File: src/rtl/serial_add_sub.sv
// Bit-serial WIDTH-bit adder/subtractor: one full-adder slice plus a carry flip-flop,
// operands shifted through LSB first behind a start/done handshake.
module serial_add_sub #(
   parameter int unsigned WIDTH = 8
) (
   input  logic             clk,
   input  logic             rst_n,
   input  logic             start,
   input  logic             sub,
   input  logic [WIDTH-1:0] a_input,
   input  logic [WIDTH-1:0] b_input,
   output logic             busy,
   output logic             done,
   output logic [WIDTH-1:0] result,
   output logic             carry_out,
   output logic             overflow
);

   localparam int unsigned CntW = (WIDTH > 2) ? $clog2(WIDTH) : 1;

   typedef enum logic [1:0] {StIdle, StRun, StDone} state_e;

   state_e            state_q, state_d;
   logic [WIDTH-1:0]  a_q, b_q, result_q;
   logic [CntW-1:0]   cnt_q;
   logic              c_q, carry_q, ovf_q;

   logic              sum_bit, carry_nxt, last_bit, load;

   // Single full-adder slice shared by every bit position
   assign sum_bit   = a_q[0] ^ b_q[0] ^ c_q;
   assign carry_nxt = (a_q[0] & b_q[0]) | (a_q[0] & c_q) | (b_q[0] & c_q);
   assign last_bit  = (cnt_q == CntW'(WIDTH - 1));
   assign load      = (state_q == StIdle) && start;

   always_ff @(posedge clk or negedge rst_n) begin
      if (!rst_n) begin
         state_q <= StIdle;
      end else begin
         state_q <= state_d;
      end
   end

   always_comb begin
      state_d = state_q;
      unique case (state_q)
         StIdle:  if (start) state_d = StRun;
         StRun:   if (last_bit) state_d = StDone;
         StDone:  state_d = StIdle;
         default: state_d = StIdle;
      endcase
   end

   always_comb begin
      busy = (state_q != StIdle);
      done = (state_q == StDone);
   end

   always_ff @(posedge clk or negedge rst_n) begin
      if (!rst_n) begin
         a_q      <= '0;
         b_q      <= '0;
         c_q      <= 1'b0;
         cnt_q    <= '0;
         result_q <= '0;
         carry_q  <= 1'b0;
         ovf_q    <= 1'b0;
      end else if (load) begin
         // Subtraction as A + ~B + 1: the +1 enters through the carry flip-flop
         a_q      <= a_input;
         b_q      <= sub ? ~b_input : b_input;
         c_q      <= sub;
         cnt_q    <= '0;
         result_q <= '0;
      end else if (state_q == StRun) begin
         a_q      <= a_q >> 1;
         b_q      <= b_q >> 1;
         c_q      <= carry_nxt;
         cnt_q    <= cnt_q + CntW'(1);
         result_q <= {sum_bit, result_q[WIDTH-1:1]};
         if (last_bit) begin
            carry_q <= carry_nxt;
            ovf_q   <= c_q ^ carry_nxt;
         end
      end
   end

   assign result    = result_q;
   assign carry_out = carry_q;
   assign overflow  = ovf_q;

endmodule

File: config.mk
export PLATFORM = sky130hd
export DESIGN_NAME = serial_add_sub
export DESIGN_NICKNAME = d
export VERILOG_FILES = /design/src/rtl/serial_add_sub.sv
export SDC_FILE = /design/constraint.sdc
export NUM_CORES = 1
export LEC_CHECK = 0
export BUFFER_PORTS_ARGS = -buffer_cell sky130_fd_sc_hd__buf_2
export CELL_PAD_IN_SITES_DETAIL_PLACEMENT = 1
export CELL_PAD_IN_SITES_GLOBAL_PLACEMENT = 1
export CORE_ASPECT_RATIO = 1.25
export CORE_UTILIZATION = 43
export CTS_CLUSTER_DIAMETER = 60
export DETAILED_ROUTE_END_ITERATION = 8
export HOLD_SLACK_MARGIN = 0.05
export PLACE_DENSITY = 0.93
export SYNTH_ARGS = -nofsm -noshare
export SYNTH_HDL_FRONTEND = slang
export SYNTH_SLANG_ARGS = --single-unit
File: constraint.sdc
create_clock -name clk -period 3.1 [get_ports clk]
set_clock_uncertainty 0.05 [all_clocks]
set_input_delay 0.62 -clock clk [delete_from_list [all_inputs] [get_ports clk]]
set_output_delay 0.62 -clock clk [all_outputs]
set_load 0.005 [all_outputs]
# --- After elaboration in Yosys (flattened, before gate mapping) ---
# Cells that the tools add are included.
totals:
  regBits: 32
  latchBits: 0
  mem_bits_rw: 0
  romBits: 0
  in_bits: 20
  out_inout_bits: 12
  wordCells: 44
  n_memories: 0
op_classes:
  add_sub_neg: 1
  multipliers: 0
  n_div: 0
  magnitude_cmp: 0
  eq_ne: 5
  n_shift: 0
  mux: 14
  n_bitwise: 10
  reduce_logical: 6
ops:
  columns: ["cell", "count"]
  rows:
  - ["2-to-1 mux 8 bit", 7]
  - ["inverter 8 bit", 1]
  - ["2-to-1 mux 3 bit", 2]
  - ["2-to-1 mux 2 bit", 2]
  - ["!= test 2 bit (second input constant)", 2]
  - ["case mux 2 bit (2 select lines)", 1]
  - ["nonzero test 2 bit", 2]
  - ["adder 3 x 1 -> 3 bit (second input constant)", 1]
  - ["AND 1 bit", 3]
  - ["== test 3 bit (second input constant)", 1]
  - ["AND reduction 3 bit", 1]
  - ["bitwise XOR 1 bit", 3]
  - ["== test 2 x 1 -> 1 bit (second input constant)", 1]
  - ["== test 2 bit (second input constant)", 1]
  - ["logical NOT 2 bit", 1]
  - ["2-to-1 mux 1 bit", 2]
  - ["bitwise OR 1 bit", 2]
  - ["AND reduction 2 bit", 1]
  - ["logical AND 1 bit", 1]
  - ["inverter 1 bit", 1]

# --- Depth between registers and ports, before layout ---
# Gate-level depths: netlist (run 1).
logic_depth:
  depth_word: 5
  depth_mapped: 6
  mapped_depth_nobuf: 5

# --- Least setup slack after synthesis (run 1) ---
# OpenSTA, ideal clock, no wires.
synth_timing:
  kind: "input to register"
  startpoint: "in start"
  endpoint: "reg result_q[7] (netlist: result[7])"
  setup_time_ps: 133
  t_arrival_ps: 1354
  required_time_ps: 2917
  setup_slack_ps: 1563
  cell_stages: 5
  path_buffers: 2
  cell_sequence: "or3b_1 buf_6 buf_6 nand3_1 o21ai_0"
synth_via:
  elab_chain_cells: 2
  elab_cells_between_ends: 3
  classes_between: "mux: 1; reduce/logical: 2"
synth_rtl:
  columns: ["item", "line_no", "text"]
  rows:
  - ["from (decl)", "8", "input logic start,"]
  - ["logical AND 1 bit *", "34", "assign load = (state_q == StIdle) && start;"]
  - ["2-to-1 mux 8 bit or nonzero test 2 bit (tied branches)", null, null]
  - ["to (signal assigned)", "80", "result_q <= {sum_bit, result_q[WIDTH-1:1]};"]
  - ["to (decl)", "24", "logic [WIDTH-1:0] a_q, b_q, result_q;"]
# Mark *: on every way between the ends. The rest lies on a longest branch, timed or not.
# A chain may end at the register's enable or synchronous reset.

# --- Final worst setup path (run 1) ---
layout_timing:
  startpoint: "reg state_q[0]"
  endpoint: "reg b_q[1]"
layout_via:
  elab_chain_cells: 3
  elab_cells_between_ends: 5
  classes_between: "eq/ne: 1; mux: 1; reduce/logical: 3"
layout_rtl:
  columns: ["item", "line_no", "text"]
  rows:
  - ["from (decl)", "23", "state_e state_q, state_d;"]
  - ["from (signal assigned)", "38", "state_q <= StIdle;"]
  - ["from (signal assigned)", "40", "state_q <= state_d;"]
  - ["logical NOT 2 bit", "34", null]
  - ["logical AND 1 bit", "34", null]
  - ["2-to-1 mux 8 bit or nonzero test 2 bit (tied branches)", null, null]
  - ["to (signal assigned)", "71", "b_q <= sub ? ~b_input : b_input;"]
  - ["to (signal assigned)", "77", "b_q <= b_q >> 1;"]
  - ["to (decl)", "24", null]
# Parallel ways exist; a longest one is shown, timed or not.

==> impl_metrics.sql, run 1 <==
INSERT INTO impl_metrics (metric_group, metric, value, unit) VALUES
('worst_setup_path', 'timing.critical_path.fanout_max', '34', ''),
('power_and_ir_drop', 'cellInternalPower', '1.04', 'mW'),
('grt', 'overflow', '0', ''),
('synth', 'synth.distinct_cells', '26', ''),
('grt', 'globalRouteTotalUtil', '23.2', '%'),
('grt', 'grt_pass1_wl', '6010', 'µm'),
('die', 'std_cell_rows', '23', ''),
('detailed_routing', 'drt-initial-drc-count', '32', ''),
('power_and_ir_drop', 'ir_worst_vdd', '622', 'µV'),
('worst_setup_path', 'path_delay_family', 'simple AND/OR/NAND/NOR gates', ''),
('grt', 'grt_util_met2', '39.3', '%'),
('timing', 'final_max_slew_viol_count', '0', ''),
('synth', 'syn-mean-instance-area', '9.79', 'µm²'),
('cells_and_area', 'layout_common_cells', 'nand2_1, dfrtp_1, buf_2', ''),
('synth', 'synthTopCellsByArea', 'dfrtp_1, nand2_1, xnor2_1', ''),
('worst_setup_path', 'worstSetupPathType', 'flop to flop', ''),
('synth', 'predominant_post_synthesis_flop_cell', 'dfrtp_1', ''),
('grt', 'first_global_vias', '1280', ''),
('clock_network', 'clk_pin_slew', '70', 'ps'),
('worst_setup_path', 'cp_num_buf_inv', '0', ''),
('timing', 'hold_violations', '0', ''),
('die', 'die_area', '3700', 'µm²'),
('synth', 'synth_enable_flop_cells', '0', ''),
('power_and_ir_drop', 'clock_power_share', '19.6', '%'),
('placement', 'hpwl', '2460', 'µm'),
('clock_network', 'cts.htree.levels', '2', ''),
('grt', 'busiest_layer', 'met2', ''),
('clock_network', 'cts_root_buffer', 'clkbuf_8', ''),
('power_and_ir_drop', 'p_per_area', '1000', 'nW/µm²'),
('placement', 'port_buffers', '31', ''),
('grt', 'grt_antenna_before_repair', '0', ''),
('clock_network', 'ctsResizeCount', '0', ''),
('timing', 'final_critical_path_required_period', '1990', 'ps'),
('cells_and_area', 'area_growth', '15.0', '%'),
('clock_network', 'cts.hold.buffers_added', '0', ''),
('worst_setup_path', 'crit-reg2reg-capture', 'b_q[1]$_DFFE_PN0P_', ''),
('outcome', 'outcome', 'finished clean', ''),
('run', 'maxCapViolCount', '0', ''),
('cells_and_area', 'stdcell_count', '219', ''),
('synth', 'syn_inst', '152', ''),
('grt', 'grt_start_max_net_pins', '35', ''),
('detailed_routing', 'routed_wire_length_per_instance', '16.5', 'µm'),
('cells_and_area', 'post_layout_nets', '204', ''),
('die', 'total_core_area', '3250', 'µm²'),
('timing', 'layout_worst_path_cycle_share', '64.3', '%'),
('synth', 'ffs_w_async_s_r_synth', '100', '%'),
('timing', 'worst_slew_margin_rel', '28.4', '%'),
('worst_setup_path', 'worstSetupStartpointType', 'flop', ''),
('worst_setup_path', 'worstSetupStartpoint', 'state_q[0]$_DFFE_PN0P_', ''),
('timing', 'worstMarginPinSlew', '1070', 'ps'),
('clock_network', 'cts.path.max_buffers', '2', ''),
('synth', 'synth.ff_latch_count', '32', ''),
('cells_and_area', 'fill_cells', '379', ''),
('cells_and_area', 'sequential_cell_area', '801', 'µm²'),
('clock_network', 'num_cts_buffers', '5', ''),
('cells_and_area', 'most_common_cell_after_layout_fill_and_taps_aside', 'nand2_1', ''),
('synth', 'synthesis.nets', '175', ''),
('grt', 'grt_use_met1', '27.6', '%'),
('synth', 'synthDominantAreaCellType', 'dfrtp_1', ''),
('timing', 'timing.fmax', '501', 'MHz'),
('detailed_routing', 'drc_errors', '0', ''),
('detailed_routing', 'detail_route.wirelength', '3610', 'µm'),
('timing', 'unrepaired_setup_endpoints_after_global_routing', 'no', ''),
('worst_hold_path', 'worst_hold_path_type', 'input pin to asynchronous set/reset pin', ''),
('cells_and_area', 'multi_input_comb_area', '593', 'µm²'),
('clock_network', 'cts_num_sinks', '32', ''),
('clock_network', 'insertion_delay', '280', 'ps'),
('worst_setup_path', 'reg2reg_setup_slack', '1110', 'ps'),
('worst_setup_path', 'worstReg2RegStart', 'state_q[0]$_DFFE_PN0P_', ''),
('worst_setup_path', 'rr_worst_depth', '3', ''),
('synth', 'synth_seq_area_share', '53.8', '%');
==> metal layers <==
layer / part of all wire (%) / wire, µm
met3: 3.4 / 122
met1: 39 / 1420
met5: 0 / 0
met4: 2.4 / 85
met2: 55 / 1980
==> cell families (layout without fill, tap and decap cells) <==
kind of cell | count (synthesis) | after routing | share of synthesized area, %
AO/OA/AOI/OAI | 22 | 22 | 10.8
AND/OR/NAND/NOR | 72 | 72 | 20.7
flip-flops | 32 | 32 | 53.8
XOR/XNOR | 9 | 9 | 5.30
buffers and inverters | 14 | 44 | 6.31
adder cells (fa/ha/maj) | 3 | 3 | 3.03
==> synthesized netlist by cell type (all sizes together) (2+ instances only) <==
| cell | n |
|---|---|
| xor2 | 2 |
| a221o | 7 |
| a31oi | 7 |
| nand2 | 39 |
| o21ai | 6 |
| ha | 2 |
| nor2b | 2 |
| clkbuf | 3 |
| buf | 7 |
| nor2 | 14 |
| inv | 4 |
| nand3 | 12 |
| dfrtp | 32 |
| xnor2 | 7 |
==> area by class of cell <==
class | count | share of cell area [%]
inverters | 4 | 0.878
clock inverters | 2 | 0.585
multi-input cells | 106 | 34.7
clock buffers | 6 | 4.83
repair buffers | 32 | 9.51
flip-flops and latches | 32 | 46.8
well taps | 37 | 2.71
==> worst register-to-register path: stages (launching register included) <==
cell and delay, ps:
dfrtp_1 490, or3b_1 880, nor2_1 140, a221o_2 330
==> power by group through the flow <==
stage / Sequential, mW / Combinational, mW / Clock, mW
3_5_place_dp: 0.740 / 0.645 / 0
2_1_floorplan: 0.704 / 0.480 / 0
3_3_place_gp: 0.722 / 0.575 / 0
5_1_grt: 0.764 / 0.730 / 0.360
6_report: 0.737 / 0.644 / 0.337
4_1_cts: 0.735 / 0.657 / 0.339
==> registers in the layout (all words and copies together) (netlist names) <==
register   flops
cnt_q          3
overflow       1
result         8
c_q            1
state_q        2
carry_out      1
a_q            8
b_q            8
==> through the flow <==
step	total power [mW]	hold slack (ps)	utilization (%)	setup WS, ps
3_3_place_gp	1.30	410	49.7	990
4_1_cts	1.73	361	52.6	1120
3_5_place_dp	1.39	426	49.7	861
2_1_floorplan	1.18	274	-	1560
6_report	1.72	343	52.6	1110
5_1_grt	1.85	397	52.6	965
==> worst max path at each step <==
| stage | end | slack [ps] | cells past startpoint |
|---|---|---|---|
| 2_1_floorplan | result[7]$_DFFE_PN0P_ | 1560 | 5 |
| 3_3_place_gp | b_q[0]$_DFFE_PN0P_ | 990 | 4 |
| 3_5_place_dp | b_q[1]$_DFFE_PN0P_ | 860 | 4 |
| 4_1_cts | b_q[1]$_DFFE_PN0P_ | 1120 | 3 |
| 5_1_grt | b_q[0]$_DFFE_PN0P_ | 960 | 3 |
| 6_report | b_q[1]$_DFFE_PN0P_ | 1110 | 3 |
No activity file was read; power rests on OpenSTA's default activity.
==> run 2: changes to the inputs <==
Settings changed: CORE_UTILIZATION 43 to 36, PLACE_DENSITY 0.93 to 0.84.
Clock period 3.1 ns to 1.65 ns, I/O delays scaled along.
==> impl_metrics.sql, run 2 (synthesis results as in run 1) <==
INSERT INTO impl_metrics (metric_group, metric, value, unit) VALUES
('outcome', 'outcome', 'finished clean', ''),
('clock_network', 'post_cts_buffers', '0', ''),
('power_and_ir_drop', 'p_per_area', '1810', 'nW/µm²'),
('clock_network', 'ctsResizeCount', '0', ''),
('detailed_routing', 'drc_errors', '0', ''),
('die', 'start_util', '38.4', '%'),
('worst_setup_path', 'worstSetupEndpointType', 'output port', ''),
('die', 'die_w', '59.5', 'µm'),
('cells_and_area', 'stdcell_count', '241', ''),
('timing', 'final_max_slew_viol_count', '0', ''),
('detailed_routing', 'num_vias', '1172', ''),
('worst_setup_path', 'worstSetupStartpointType', 'flop', ''),
('detailed_routing', 'drt-initial-drc-count', '18', ''),
('placement', 'placedInstanceArea', '1690', 'µm²'),
('placement', 'place.detailed.instances', '232', ''),
('cells_and_area', 'area_growth', '20.8', '%'),
('worst_setup_path', 'worstSetupPathType', 'flop to output port', ''),
('clock_network', 'cts_tree', 'yes', ''),
('clock_network', 'num_cts_buffers', '5', ''),
('worst_setup_path', 'timing.critical_path.slowest_stage_cell', 'dfrtp_1', ''),
('detailed_routing', 'detailedRoute.firstPassIterationCount', '4', ''),
('grt', 'grt_start_max_net_pins', '35', ''),
('clock_network', 'cts.htree.levels', '2', ''),
('timing', 'final_critical_path_required_period', '1560', 'ps'),
('timing', 'finalSetupViolCount', '0', ''),
('placement', 'hpwl', '2260', 'µm'),
('detailed_routing', 'routed-wl-met3', '97', 'µm'),
('cells_and_area', 'post_layout_instance_area', '1800', 'µm²'),
('timing', 'hold_violations', '0', ''),
('worst_hold_path', 'worst_hold_path_type', 'input pin to flop', ''),
('timing', 'layout_worst_path_cycle_share', '94.4', '%'),
('detailed_routing', 'routed_wire_length_per_instance', '13.6', 'µm'),
('die', 'boundaryPins', '32', ''),
('detailed_routing', 'dr.max_layer_used', 'met4', ''),
('worst_setup_path', 'worst_ep_arrival_time', '1180', 'ps'),
('detailed_routing', 'met2_wirelength', '1580', 'µm'),
('cells_and_area', 'fill_cells', '488', ''),
('die', 'die_area', '4390', 'µm²'),
('timing', 'timing.fmax', '642', 'MHz'),
('cells_and_area', 'multi_input_comb_area', '593', 'µm²'),
('clock_network', 'cts_num_sinks', '32', ''),
('grt', 'grt_antenna_before_repair', '0', ''),
('grt', 'first_global_vias', '1228', ''),
('worst_setup_path', 'worstPathCellList', 'or2_2 -> buf_2', ''),
('timing', 'worst_slew_margin_rel', '52.3', '%'),
('clock_network', 'cts.hold.buffers_added', '1', ''),
('cells_and_area', 'antenna-diode-count', '0', ''),
('detailed_routing', 'via_density_per_instance', '4.86', ''),
('detailed_routing', 'drt-met1-wl', '1520', 'µm'),
('clock_network', 'cts_root_buffer', 'clkbuf_8', ''),
('worst_setup_path', 'required', '1270', 'ps'),
('timing', 'worstMarginPinSlew', '714', 'ps'),
('power_and_ir_drop', 'ir_worst_vdd', '606', 'µV'),
('timing', 'setup_tns', '0', 'ps'),
('clock_network', 'cts.path.max_buffers', '2', ''),
('grt', 'globalRouteTotalUtil', '17.9', '%'),
('cells_and_area', 'post_layout_nets', '209', ''),
('cells_and_area', 'layout_common_cells', 'nand2_1, dfrtp_1, buf_2', ''),
('clock_network', 'clk_pin_slew', '70', 'ps'),
('placement', 'finalWeightedCongestion', '0.716', ''),
('worst_setup_path', 'crit_path_max_cell_delay', '450', 'ps'),
('detailed_routing', 'detail_route.wirelength', '3270', 'µm'),
('grt', 'grt_pass1_wl', '5680', 'µm'),
('die', 'die_h', '73.9', 'µm'),
('die', 'std_cell_rows', '25', ''),
('worst_setup_path', 'timing.critical_path.fanout_max', '8', ''),
('cells_and_area', 'sequential_cell_area', '801', 'µm²'),
('cells_and_area', 'drive_gt1_share', '25.1', '%'),
('clock_network', 'insertion_delay', '300', 'ps'),
('die', 'total_core_area', '3880', 'µm²'),
('grt', 'overflow', '0', ''),
('cells_and_area', 'most_common_cell_after_layout_fill_and_taps_aside', 'nand2_1', ''),
('placement', 'port_buffers', '31', ''),
('detailed_routing', 'ant_nets', '0', ''),
('power_and_ir_drop', 'power_leakage', '0.903', 'nW'),
('run', 'maxCapViolCount', '0', ''),
('timing', 'unrepaired_setup_endpoints_after_global_routing', 'no', ''),
('cells_and_area', 'finish.utilization', '46.3', '%');
==> run 2: changes by cell type in the layout (fill, tap and decap cells not counted), sizes merged <==
cell / change
buf: +4
dlygate4sd3: +1
==> run 2: area by class of cell <==
cell class	instances	share of cell area (%)
Multi-Input combinational cell	106	33.0
Tap cell	54	3.76
Clock inverter	2	0.557
Timing Repair Buffer	37	12.7
Clock buffer	6	4.60
Inverter	4	0.836
Sequential cell	32	44.6
==> run 2: worst max-delay path, delay by kind of cell (launching register included) <==
kind                   cells  cell delay, ps
DFF                        1             450
and+or+nand+nor            1             310
buffers and inverters      1             130
==> run 2: worst paths after layout <==
| check | slack, ps | from | end | depth (start not counted) |
|---|---|---|---|---|
| max | 90 | state_q[0]$_DFFE_PN0P_ | busy | 2 |
| min | 190 | a_input[7] | a_q[7]$_DFFE_PN0P_ | 3 |
| max in group asynchronous | 680 | rst_n | result[2]$_DFFE_PN0P_ | 3 |
| min reg2reg | 420 | overflow$_DFFE_PN0P_ | overflow$_DFFE_PN0P_ | 2 |
| min in group asynchronous | 450 | rst_n | b_q[0]$_DFFE_PN0P_ | 2 |
| max reg2reg | 170 | state_q[0]$_DFFE_PN0P_ | b_q[1]$_DFFE_PN0P_ | 4 |
==> run 2: report_power, final <==
| part | leakage (nW) | total, mW | switching, mW | internal [mW] |
|---|---|---|---|---|
| combinational | 0.448 | 1.25 | 0.694 | 0.561 |
| clock | 0.0510 | 0.640 | 0.307 | 0.333 |
| sequential | 0.405 | 1.36 | 0.227 | 1.14 |
==> run 2: metal layers <==
layer / up-vias / track usage [%]
li1: 573 / -
met1: 573 / 21.7
met2: 19 / 28.5
met3: 7 / 5.46
met4: 0 / 9.30
met5: - / 0
==> run 2: metrics by stage <==
step | setup slack (ps) | hold slack [ps] | power [mW]
2_1_floorplan | 225 | -15.6 | 2.22
3_3_place_gp | 200 | 224 | 2.58
3_5_place_dp | 163 | 229 | 2.65
4_1_cts | 80.6 | 191 | 3.30
5_1_grt | 53.5 | 190 | 3.55
6_report | 92.7 | 194 | 3.26
==> run 3: changes to the inputs <==
Settings changed: ABC_AREA from default to 1, CORE_UTILIZATION 36 to 37, CTS_BUF_LIST from default to sky130_fd_sc_hd__clkbuf_4 sky130_fd_sc_hd__clkbuf_8, PLACE_DENSITY 0.84 to 0.82.
==> impl_metrics.sql, run 3 <==
INSERT INTO impl_metrics (metric_group, metric, value, unit) VALUES
('timing', 'hold_violations', '0', ''),
('grt', 'overflow', '0', ''),
('die', 'std_cell_rows', '26', ''),
('synth', 'synth_common_cells', 'nand2_1, dfrtp_1, inv_1, nand3_1', ''),
('worst_setup_path', 'worst_ep_arrival_time', '1140', 'ps'),
('detailed_routing', 'ant_nets', '0', ''),
('grt', 'globalRouteTotalUtil', '19.3', '%'),
('clock_network', 'cts_tree', 'yes', ''),
('clock_network', 'clk_pin_slew', '60', 'ps'),
('grt', 'grt_pass1_wl', '6330', 'µm'),
('timing', 'setup_tns', '0', 'ps'),
('power_and_ir_drop', 'power_leakage', '1.10', 'nW'),
('timing', 'final_critical_path_required_period', '1520', 'ps'),
('worst_setup_path', 'worstSetupEndpointType', 'output port', ''),
('detailed_routing', 'routed_wire_length_per_instance', '11.7', 'µm'),
('placement', 'hpwl', '2620', 'µm'),
('die', 'total_core_area', '4100', 'µm²'),
('synth', 'synth_seq_area_share', '50.7', '%'),
('detailed_routing', 'drc_errors', '0', ''),
('clock_network', 'insertion_delay', '280', 'ps'),
('worst_hold_path', 'worst_hold_path_type', 'input pin to flop', ''),
('detailed_routing', 'detailedRoute.firstPassIterationCount', '4', ''),
('timing', 'worst_hold_slack', '191', 'ps'),
('cells_and_area', 'stdcell_count', '302', ''),
('cells_and_area', 'fill_cells', '547', ''),
('die', 'boundaryPins', '32', ''),
('timing', 'final_max_slew_viol_count', '0', ''),
('clock_network', 'cts_root_buffer', 'clkbuf_8', ''),
('outcome', 'outcome', 'finished clean', ''),
('cells_and_area', 'most_common_cell_after_layout_fill_and_taps_aside', 'nand2_1', ''),
('synth', 'netlist_area_before_placement', '1580', 'µm²'),
('placement', 'port_buffers', '31', ''),
('clock_network', 'cts.htree.levels', '2', ''),
('worst_setup_path', 'crit_path_max_cell_delay', '490', 'ps'),
('worst_setup_path', 'worstSetupPathType', 'flop to output port', ''),
('grt', 'first_global_vias', '1413', ''),
('grt', 'grt_antenna_before_repair', '0', ''),
('synth', 'synthTopCellsByArea', 'dfrtp_1, nand2_1, inv_1', ''),
('synth', 'synth_enable_flop_cells', '0', ''),
('timing', 'layout_worst_path_cycle_share', '92.2', '%'),
('synth', 'syn_inst', '207', ''),
('synth', 'synth.ff_latch_count', '32', ''),
('clock_network', 'cts.path.max_buffers', '2', ''),
('synth', 'synthesis.nets', '230', ''),
('die', 'die_area', '4530', 'µm²'),
('detailed_routing', 'drt-initial-drc-count', '34', ''),
('die', 'die_w', '60.4', 'µm'),
('worst_setup_path', 'timing.critical_path.fanout_max', '6', ''),
('placement', 'place.detailed.instances', '293', ''),
('placement', 'finalWeightedCongestion', '0.763', ''),
('timing', 'timing.fmax', '657', 'MHz'),
('detailed_routing', 'via_density_per_instance', '4.70', ''),
('worst_setup_path', 'worstSetupStartpointType', 'flop', ''),
('clock_network', 'num_cts_buffers', '5', ''),
('timing', 'worstMarginPinSlew', '409', 'ps'),
('cells_and_area', 'post_layout_nets', '268', ''),
('synth', 'yosys.cell_count.top_type', 'nand2_1', ''),
('cells_and_area', 'layout_common_cells', 'nand2_1, dfrtp_1, buf_2', ''),
('synth', 'synth.yosys.warnings', '0', ''),
('power_and_ir_drop', 'ir_worst_vdd', '439', 'µV'),
('cells_and_area', 'antenna-diode-count', '0', ''),
('timing', 'unrepaired_setup_endpoints_after_global_routing', 'no', ''),
('power_and_ir_drop', 'p_per_area', '1640', 'nW/µm²'),
('power_and_ir_drop', 'power_after_layout', '3.14', 'mW'),
('die', 'die_h', '75.0', 'µm'),
('cells_and_area', 'area_growth', '21.2', '%'),
('detailed_routing', 'detail_route.wirelength', '3520', 'µm'),
('grt', 'grt_start_max_net_pins', '33', ''),
('timing', 'worst_slack', '129', 'ps'),
('placement', 'dpl_worst_slack', '258', 'ps'),
('synth', 'syn-mean-instance-area', '7.63', 'µm²'),
('worst_setup_path', 'required', '1270', 'ps'),
('cells_and_area', 'drive_gt1_share', '20.7', '%'),
('synth', 'synth.distinct_cells', '17', ''),
('clock_network', 'post_cts_buffers', '0', ''),
('synth', 'ffs_w_async_s_r_synth', '100', '%'),
('die', 'start_util', '38.5', '%'),
('timing', 'finalSetupViolCount', '0', ''),
('detailed_routing', 'num_vias', '1418', ''),
('synth', 'predominant_post_synthesis_flop_cell', 'dfrtp_1', ''),
('clock_network', 'ctsResizeCount', '0', ''),
('run', 'maxCapViolCount', '0', ''),
('clock_network', 'cts_num_sinks', '32', ''),
('worst_setup_path', 'worstPathCellList', 'inv_2 -> nand2_1 -> buf_2', ''),
('synth', 'synthDominantAreaCellType', 'dfrtp_1', ''),
('worst_setup_path', 'timing.critical_path.slowest_stage_cell', 'dfrtp_1', ''),
('synth', 'netlist.area_leader.share', '50.7', '%'),
('timing', 'worst_slew_margin_rel', '72.7', '%');
run 3: cell count changes after synthesis, moves of 5 or more:
| cell | change |
|---|---|
| buf_6 | -5 |
| xnor2_1 | -6 |
| inv_1 | +10 |
| nand2_1 | +81 |
| nand3b_1 | +5 |
| a221o_1 | -5 |
| a31oi_1 | -7 |
| nor2_1 | -12 |
run 3: per-layer routing:
metal | GRT usage, % | vias up | wire length, µm
li1 | - | 705 | -
met1 | 21.3 | 681 | 1490
met2 | 34.2 | 25 | 1850
met3 | 5.15 | 7 | 107
met4 | 9.09 | 0 | 75
met5 | 0 | - | 0
run 3: critical path: cells and delay by family, from the launching register on:
family / cells / cell delay (ps)
flip-flops: 1 / 490
buffers and inverters: 2 / 240
AND/OR/NAND/NOR: 1 / 120
run 3: path summary, 6_finish.rpt:
kind | startpoint | to | slack [ps] | cells past startpoint
hold / removal | a_input[7] | a_q[7]$_DFFE_PN0P_ | 190 | 3
min in group asynchronous | rst_n | a_q[3]$_DFFE_PN0P_ | 540 | 3
hold reg to reg | a_q[1]$_DFFE_PN0P_ | a_q[1]$_DFFE_PN0P_ | 440 | 2
setup reg to reg | state_q[0]$_DFFE_PN0P_ | b_q[2]$_DFFE_PN0P_ | 280 | 6
max in group asynchronous | rst_n | result[2]$_DFFE_PN0P_ | 710 | 3
setup / recovery | state_q[0]$_DFFE_PN0P_ | busy | 130 | 3
run 3: power by group:
part	total, mW	switching, mW	internal, mW
clock network	0.656	0.283	0.373
logic	1.16	0.697	0.460
registers	1.33	0.213	1.12
total	3.14	1.19	1.95
run 3: per-stage QoR:
step	util (%)	instance area, µm²
2_1_floorplan	-	1580
3_3_place_gp	44.1	1810
3_5_place_dp	44.1	1810
4_1_cts	46.7	1910
5_1_grt	46.7	1910
6_report	46.7	1910
run 3: final cells by class:
class	instances	area [µm²]	area share, %
clock buffers	8	97.6	5.10
flip-flops and latches	32	801	41.8
repair buffers	37	203	10.6
inverters	16	60.1	3.14
multi-input cells	153	683	35.7
well taps	56	70.1	3.66
run 3: repair_timing:
item / in CTS / in global routing
hold buffers: 1 / 0
hold endpoints to repair: 32 / 0
endpoints found under the setup margin: 0 / 0
run 3: kinds of logic (layout without fill, tap and decap cells):
family | count (synthesis) | after routing | share of synthesized area [%]
xor gates and xnor gates | 1 | 1 | 0.555
DFF | 32 | 32 | 50.7
buffers and inverters | 22 | 61 | 6.02
and+or+nand+nor | 142 | 142 | 36.9
AOI/OAI and AO/OA | 7 | 7 | 2.93
adders and majority gates | 3 | 3 | 2.85
